--- config.mk ---
export PLATFORM = sky130hd
export DESIGN_NAME = contador_flancos_param
export DESIGN_NICKNAME = d
export VERILOG_FILES = /design/src/rtl/contador_flancos_param.sv
export SDC_FILE = /design/constraint.sdc
export NUM_CORES = 1
export LEC_CHECK = 0
export CAP_MARGIN = 20
export CORE_MARGIN = 2
export CORE_UTILIZATION = 30
export DETAILED_ROUTE_END_ITERATION = 6
export PLACE_DENSITY = 0.62
export SYNTH_ARGS = -nofsm -noshare
export SYNTH_HDL_FRONTEND = slang
export SYNTH_SLANG_ARGS = --single-unit
--- constraint.sdc ---
create_clock -name clk -period 2.9 [get_ports clk]
set_input_delay 0.435 -clock clk [delete_from_list [all_inputs] [get_ports clk]]
set_output_delay 0.435 -clock clk [all_outputs]
set_load 0.03 [all_outputs]
--- src/rtl/contador_flancos_param.sv ---
// contador_flancos_param: parametrised edge counter.
// Synchronises the asynchronous event input en_i, detects rising, falling or
// both edges (selectable) and counts them up or down with clear, load, wrap or
// saturate at MAX_VAL, and sticky overflow / terminal-count flags.
// Optional feature macro: CONTADOR_DEBOUNCE_EN inserts a debounce filter of
// DEB_CYCLES stable samples between the synchroniser and the edge detector.
// Handshake: none; every input is sampled on each rising clk edge and
// edge_o is a one-cycle pulse, so consumers simply sample it every cycle.
module contador_flancos_param #(
    parameter int unsigned      WIDTH       = 8,
    parameter int unsigned      SYNC_STAGES = 2,
    parameter logic [WIDTH-1:0] MAX_VAL     = {WIDTH{1'b1}},
    parameter bit               SATURATE    = 1'b0,
    parameter int unsigned      DEB_CYCLES  = 4
) (
    input  logic             clk,
    input  logic             rst_i,
    input  logic             en_i,
    input  logic [1:0]       edge_sel_i,
    input  logic             up_i,
    input  logic             clr_i,
    input  logic             load_i,
    input  logic [WIDTH-1:0] load_val_i,
    output logic [WIDTH-1:0] conta_o,
    output logic             edge_o,
    output logic             tc_o,
    output logic             ovf_o
);

`ifdef CONTADOR_DEBOUNCE_EN
    localparam bit DEB_EN = 1'b1;
`else
    localparam bit DEB_EN = 1'b0;
`endif

    // Edge detection stays blind until the synchroniser (and filter) have
    // flushed whatever they held, so a level present at release is not an edge.
    localparam int unsigned ARM_LEN = SYNC_STAGES + 1 + (DEB_EN ? DEB_CYCLES : 0);
    localparam int unsigned ARM_W   = $clog2(ARM_LEN + 1);

    logic [SYNC_STAGES-1:0] sync_q;
    logic                   sync_lvl;
    logic                   lvl;
    logic                   prev_q;
    logic [ARM_W-1:0]       arm_q;
    logic                   armed;
    logic                   raw_edge;
    logic                   qual_edge;
    logic [WIDTH-1:0]       cnt_next;
    logic                   ovf_next;

    // Synchroniser chain: en_i enters at bit 0, the settled level leaves the top.
    always_ff @(posedge clk) begin
        if (rst_i) begin
            sync_q <= '0;
        end else begin
            sync_q <= {sync_q[SYNC_STAGES-2:0], en_i};
        end
    end

    assign sync_lvl = sync_q[SYNC_STAGES-1];

`ifdef CONTADOR_DEBOUNCE_EN
    localparam int unsigned RUN_W = (DEB_CYCLES < 2) ? 1 : $clog2(DEB_CYCLES);

    logic [RUN_W-1:0] run_q;
    logic             filt_q;

    // Debounce: adopt the synchronised level only after it has disagreed with
    // the filtered level for DEB_CYCLES consecutive samples.
    always_ff @(posedge clk) begin
        if (rst_i) begin
            run_q  <= '0;
            filt_q <= 1'b0;
        end else if (sync_lvl == filt_q) begin
            run_q <= '0;
        end else if (run_q == RUN_W'(DEB_CYCLES - 1)) begin
            run_q  <= '0;
            filt_q <= sync_lvl;
        end else begin
            run_q <= run_q + RUN_W'(1);
        end
    end

    assign lvl = filt_q;
`else
    assign lvl = sync_lvl;
`endif

    // Previous level and arming counter; the previous level tracks even while unarmed.
    always_ff @(posedge clk) begin
        if (rst_i) begin
            prev_q <= 1'b0;
            arm_q  <= '0;
        end else begin
            prev_q <= lvl;
            if (!armed) begin
                arm_q <= arm_q + ARM_W'(1);
            end
        end
    end

    assign armed = (arm_q == ARM_W'(ARM_LEN));

    // Edge qualification by mode: 00 rising, 01 falling, 10 both, 11 none.
    always_comb begin
        raw_edge = 1'b0;
        case (edge_sel_i)
            2'b00:   raw_edge = lvl & ~prev_q;
            2'b01:   raw_edge = ~lvl & prev_q;
            2'b10:   raw_edge = lvl ^ prev_q;
            default: raw_edge = 1'b0;
        endcase
    end

    assign qual_edge = raw_edge & armed;

    // Next count and overflow: clear beats load beats counting.
    always_comb begin
        cnt_next = conta_o;
        ovf_next = ovf_o;
        if (clr_i) begin
            cnt_next = '0;
            ovf_next = 1'b0;
        end else if (load_i) begin
            cnt_next = (load_val_i > MAX_VAL) ? MAX_VAL : load_val_i;
        end else if (qual_edge) begin
            if (up_i) begin
                if (conta_o >= MAX_VAL) begin
                    cnt_next = SATURATE ? MAX_VAL : '0;
                    ovf_next = 1'b1;
                end else begin
                    cnt_next = conta_o + WIDTH'(1);
                end
            end else begin
                if (conta_o == '0) begin
                    cnt_next = SATURATE ? '0 : MAX_VAL;
                    ovf_next = 1'b1;
                end else begin
                    cnt_next = conta_o - WIDTH'(1);
                end
            end
        end
    end

    // Output registers: count, edge pulse (independent of clr/load) and sticky overflow.
    always_ff @(posedge clk) begin
        if (rst_i) begin
            conta_o <= '0;
            edge_o  <= 1'b0;
            ovf_o   <= 1'b0;
        end else begin
            conta_o <= cnt_next;
            edge_o  <= qual_edge;
            ovf_o   <= ovf_next;
        end
    end

    assign tc_o = (conta_o == MAX_VAL);

endmodule

==> results.py <==
metrics = {
    "setup_path": {
        "r2r_end": "conta_o[4]",
        "worst_setup_path_end_kind": "output port",
        "crit_buf_inv": 1,
        "r2r_start": "conta_o[0]",
        "worstSetupPathType": "flop to output port",
        "max_stage_delay_ns": 0.69,
        "crit_chain": "ha_1 -> nand4_1 -> nor2_1 -> clkdlybuf4s50_1",
        "worstPathArrival_ns": 2.10,
        "crit_family": "buffers and inverters",
        "setup.worst_path.end": "tc_o",
        "cp_num_cells": 4,
        "rr_worst_depth": 7,
        "startpoint_type": "flop",
        "worstPathRequired_ns": 2.47,
        "critPathSlowestCell": "clkdlybuf4s50_1",
        "ff2ff_setup_slack_ns": 0.89,
        "cp-startpoint": "conta_o[0]",
        "crit_fanout": 9,
    },
    "final_layout": {
        "drive_gt1_frac": 0.0778,
        "final_cell_area_um2": 1430,
        "final_cells": 213,
        "diodes": 0,
        "final_cell_mix": "clkdlybuf4s50_1 (26), dfxtp_1 (15), nor2_1 (13)",
        "syn2layout_area_growth_pct": 30.2,
        "final_common_cell": "clkdlybuf4s50_1",
        "fin_nets": 190,
    },
    "floorplan": {
        "rows": 21,
        "die_w_um": 64.4,
        "die-area_um2": 4150,
        "core-area_um2": 3420,
        "die_h_um": 64.4,
        "start_util": 0.321,
        "io-pin-count": 27,
    },
    "clocking": {
        "postCtsSetupBuffers": 0,
        "clockBufferDepth": 2,
        "cts_buffers": 3,
        "clk_pin_slew_worst_paths_ns": 0.09,
        "ctsResizeCount": 0,
        "insertion_delay_ns": 0.29,
        "numClockSinks": 15,
        "root_buffer": "clkbuf_4",
        "cts_tree": "done",
        "hold_buffers": 0,
        "htreeDepth": 1,
    },
    "sta": {
        "fin_setup_tns_ns": 0,
        "relSlewSlack": 0.621,
        "rsz0062_at_grt": "false",
        "min_period_ns": 2.54,
        "finalSetupViolCount": 0,
        "fin_skew_ns": 0.00344,
        "slew_viol_final": 0,
        "fmax_ghz": 0.394,
        "hold_viol": 0,
        "tightestPinTransition_ns": 0.566,
        "final.period_utilization": 0.875,
    },
    "synth": {
        "synth_area_leader_cell": "dfxtp_1",
        "synth_top_family_by_area": "simple AND/OR/NAND/NOR gates",
        "synth_xor_area_frac": 0.0400,
        "synthDominantCellAreaShare": 0.274,
        "synthSimpleGateAreaFrac": 0.306,
        "seq_area_frac_synth": 0.274,
        "async_reset_ff_frac": 0,
        "synth_flop_cell": "dfxtp_1",
        "synth_compound_area_frac": 0.238,
        "synth.avg_cell_area_um2": 7.76,
        "synth_fa_ha_area_frac": 0.0686,
        "syn_area_um2": 1090,
        "ys_ff_latch": 15,
        "synth.distinct_cells": 47,
        "synth_fp_nets": 163,
        "netlist_top_cells_area": "dfxtp_1 (27%), ha_1 (6.9%), a21oi_1 (5.0%)",
        "muxShareOfSynthArea": 0.00914,
        "synthCells": 141,
        "ys_warn_count": 0,
        "synth_edf_count": 0,
    },
    "outcome": {
        "status": "completed",
    },
    "global_route": {
        "grt_pass1_wl_um": 4950,
        "gr-usage-all-layers": 0.150,
        "antenna_found_initial": 0,
        "overflow": 0,
        "grt_max_degree": 14,
        "grt_pass1_vias": 1066,
    },
    "drt": {
        "drt_iter0_drc": 117,
        "firstDrtPassIters": 4,
        "drt_wl_total_um": 2850,
        "wire_per_inst_um": 13.4,
        "ant_nets": 0,
        "vias_per_cell": 5.25,
        "vias": 1118,
        "drc": 0,
    },
    "placed_design": {
        "port_buffers": 26,
        "dp.cells": 209,
        "dpl-instance-area_um2": 1400,
        "hpwl_um": 2240,
        "gp_congestion": 0.942,
    },
    "min_path": {
        "worstHoldPathType": "flop to flop",
    },
    "power": {
        "p_total_mw": 0.485,
        "leakage_nw": 0.498,
        "peakVddDrop_mv": 0.283,
        "power_density_nw_per_um2": 340,
    },
    "job": {
        "cap_violations": 0,
    },
}
cell type report:
type	instances	area, µm²
Sequential cell	15	300
Timing Repair Buffer	29	283
Multi-Input combinational cell	110	724
Tap cell	46	57.6
Clock buffer	4	26.3
Fill cell	358	1990
Inverter	9	33.8
worst reg2reg max path: cells and delay by family (launching register included):
family,cells,cell delay (ns)
AO/OA/AOI/OAI,2,0.44
buffers and inverters,1,0.15
flip-flops,1,0.41
adder cells (fa/ha/maj),1,0.20
AND/OR/NAND/NOR,3,0.77
synth_stat cells, types with 3 or more instances:
| master | count |
|---|---|
| nand2b_1 | 4 |
| o31ai_1 | 3 |
| o21ai_0 | 5 |
| dfxtp_1 | 15 |
| xnor2_1 | 4 |
| o21ai_1 | 3 |
| ha_1 | 6 |
| nand3_1 | 6 |
| nor3_1 | 8 |
| nor2_1 | 13 |
| nand2_1 | 11 |
| clkbuf_1 | 4 |
| a21oi_1 | 11 |
| inv_1 | 8 |
routing by layer:
layer / global-route usage / up-vias / part of all wire
met1: 0.217 / 507 / 0.46
met5: 0 / - / 0
met2: 0.219 / 37 / 0.47
met4: 0.0665 / 0 / 0.013
li1: - / 569 / -
met3: 0.0243 / 5 / 0.061
cells by family (layout without fill, tap and decap cells):
family                     count (synthesis)  after routing
muxes                                      1              1
xor gates and xnor gates                   5              5
and+or+nand+nor                           60             60
adders and majority gates                  6              6
buffers and inverters                     16             42
DFF                                       15             15
AOI/OAI and AO/OA                         38             38
metrics by stage:
step	hold slack, ns	setup slack [ns]	utilization
2_1_floorplan	0.414	0.896	-
3_3_place_gp	0.428	0.774	0.410
3_5_place_dp	0.442	0.678	0.410
4_1_cts	0.463	0.343	0.417
5_1_grt	0.486	0.215	0.417
6_report	0.459	0.364	0.417
power breakdown:
| part | switching [mW] | total (mW) | internal [mW] | leakage (nW) |
|---|---|---|---|---|
| combinational | 0.0647 | 0.130 | 0.0652 | 0.360 |
| sequential | 0.0144 | 0.233 | 0.218 | 0.123 |
| clock | 0.0684 | 0.122 | 0.0535 | 0.0150 |
| total | 0.148 | 0.485 | 0.337 | 0.498 |
flip-flops by register name (all words and copies together), names as in the netlist:
register	count
ovf_o	1
sync_q	2
edge_o	1
conta_o	8
prev_q	1
arm_q	2
worst min path at each step:
stage                            to  slack (ns)  cells after the start  startpoint
after floorplan           sync_q[1]        0.41                      1   sync_q[0]
after global placement    sync_q[1]        0.43                      1   sync_q[0]
after detailed placement  sync_q[1]        0.44                      1   sync_q[0]
after CTS                 sync_q[1]        0.46                      1   sync_q[0]
after global routing      sync_q[1]        0.49                      1   sync_q[0]
final                     sync_q[1]        0.46                      1   sync_q[0]
No activity file was read; power rests on OpenSTA's default activity.
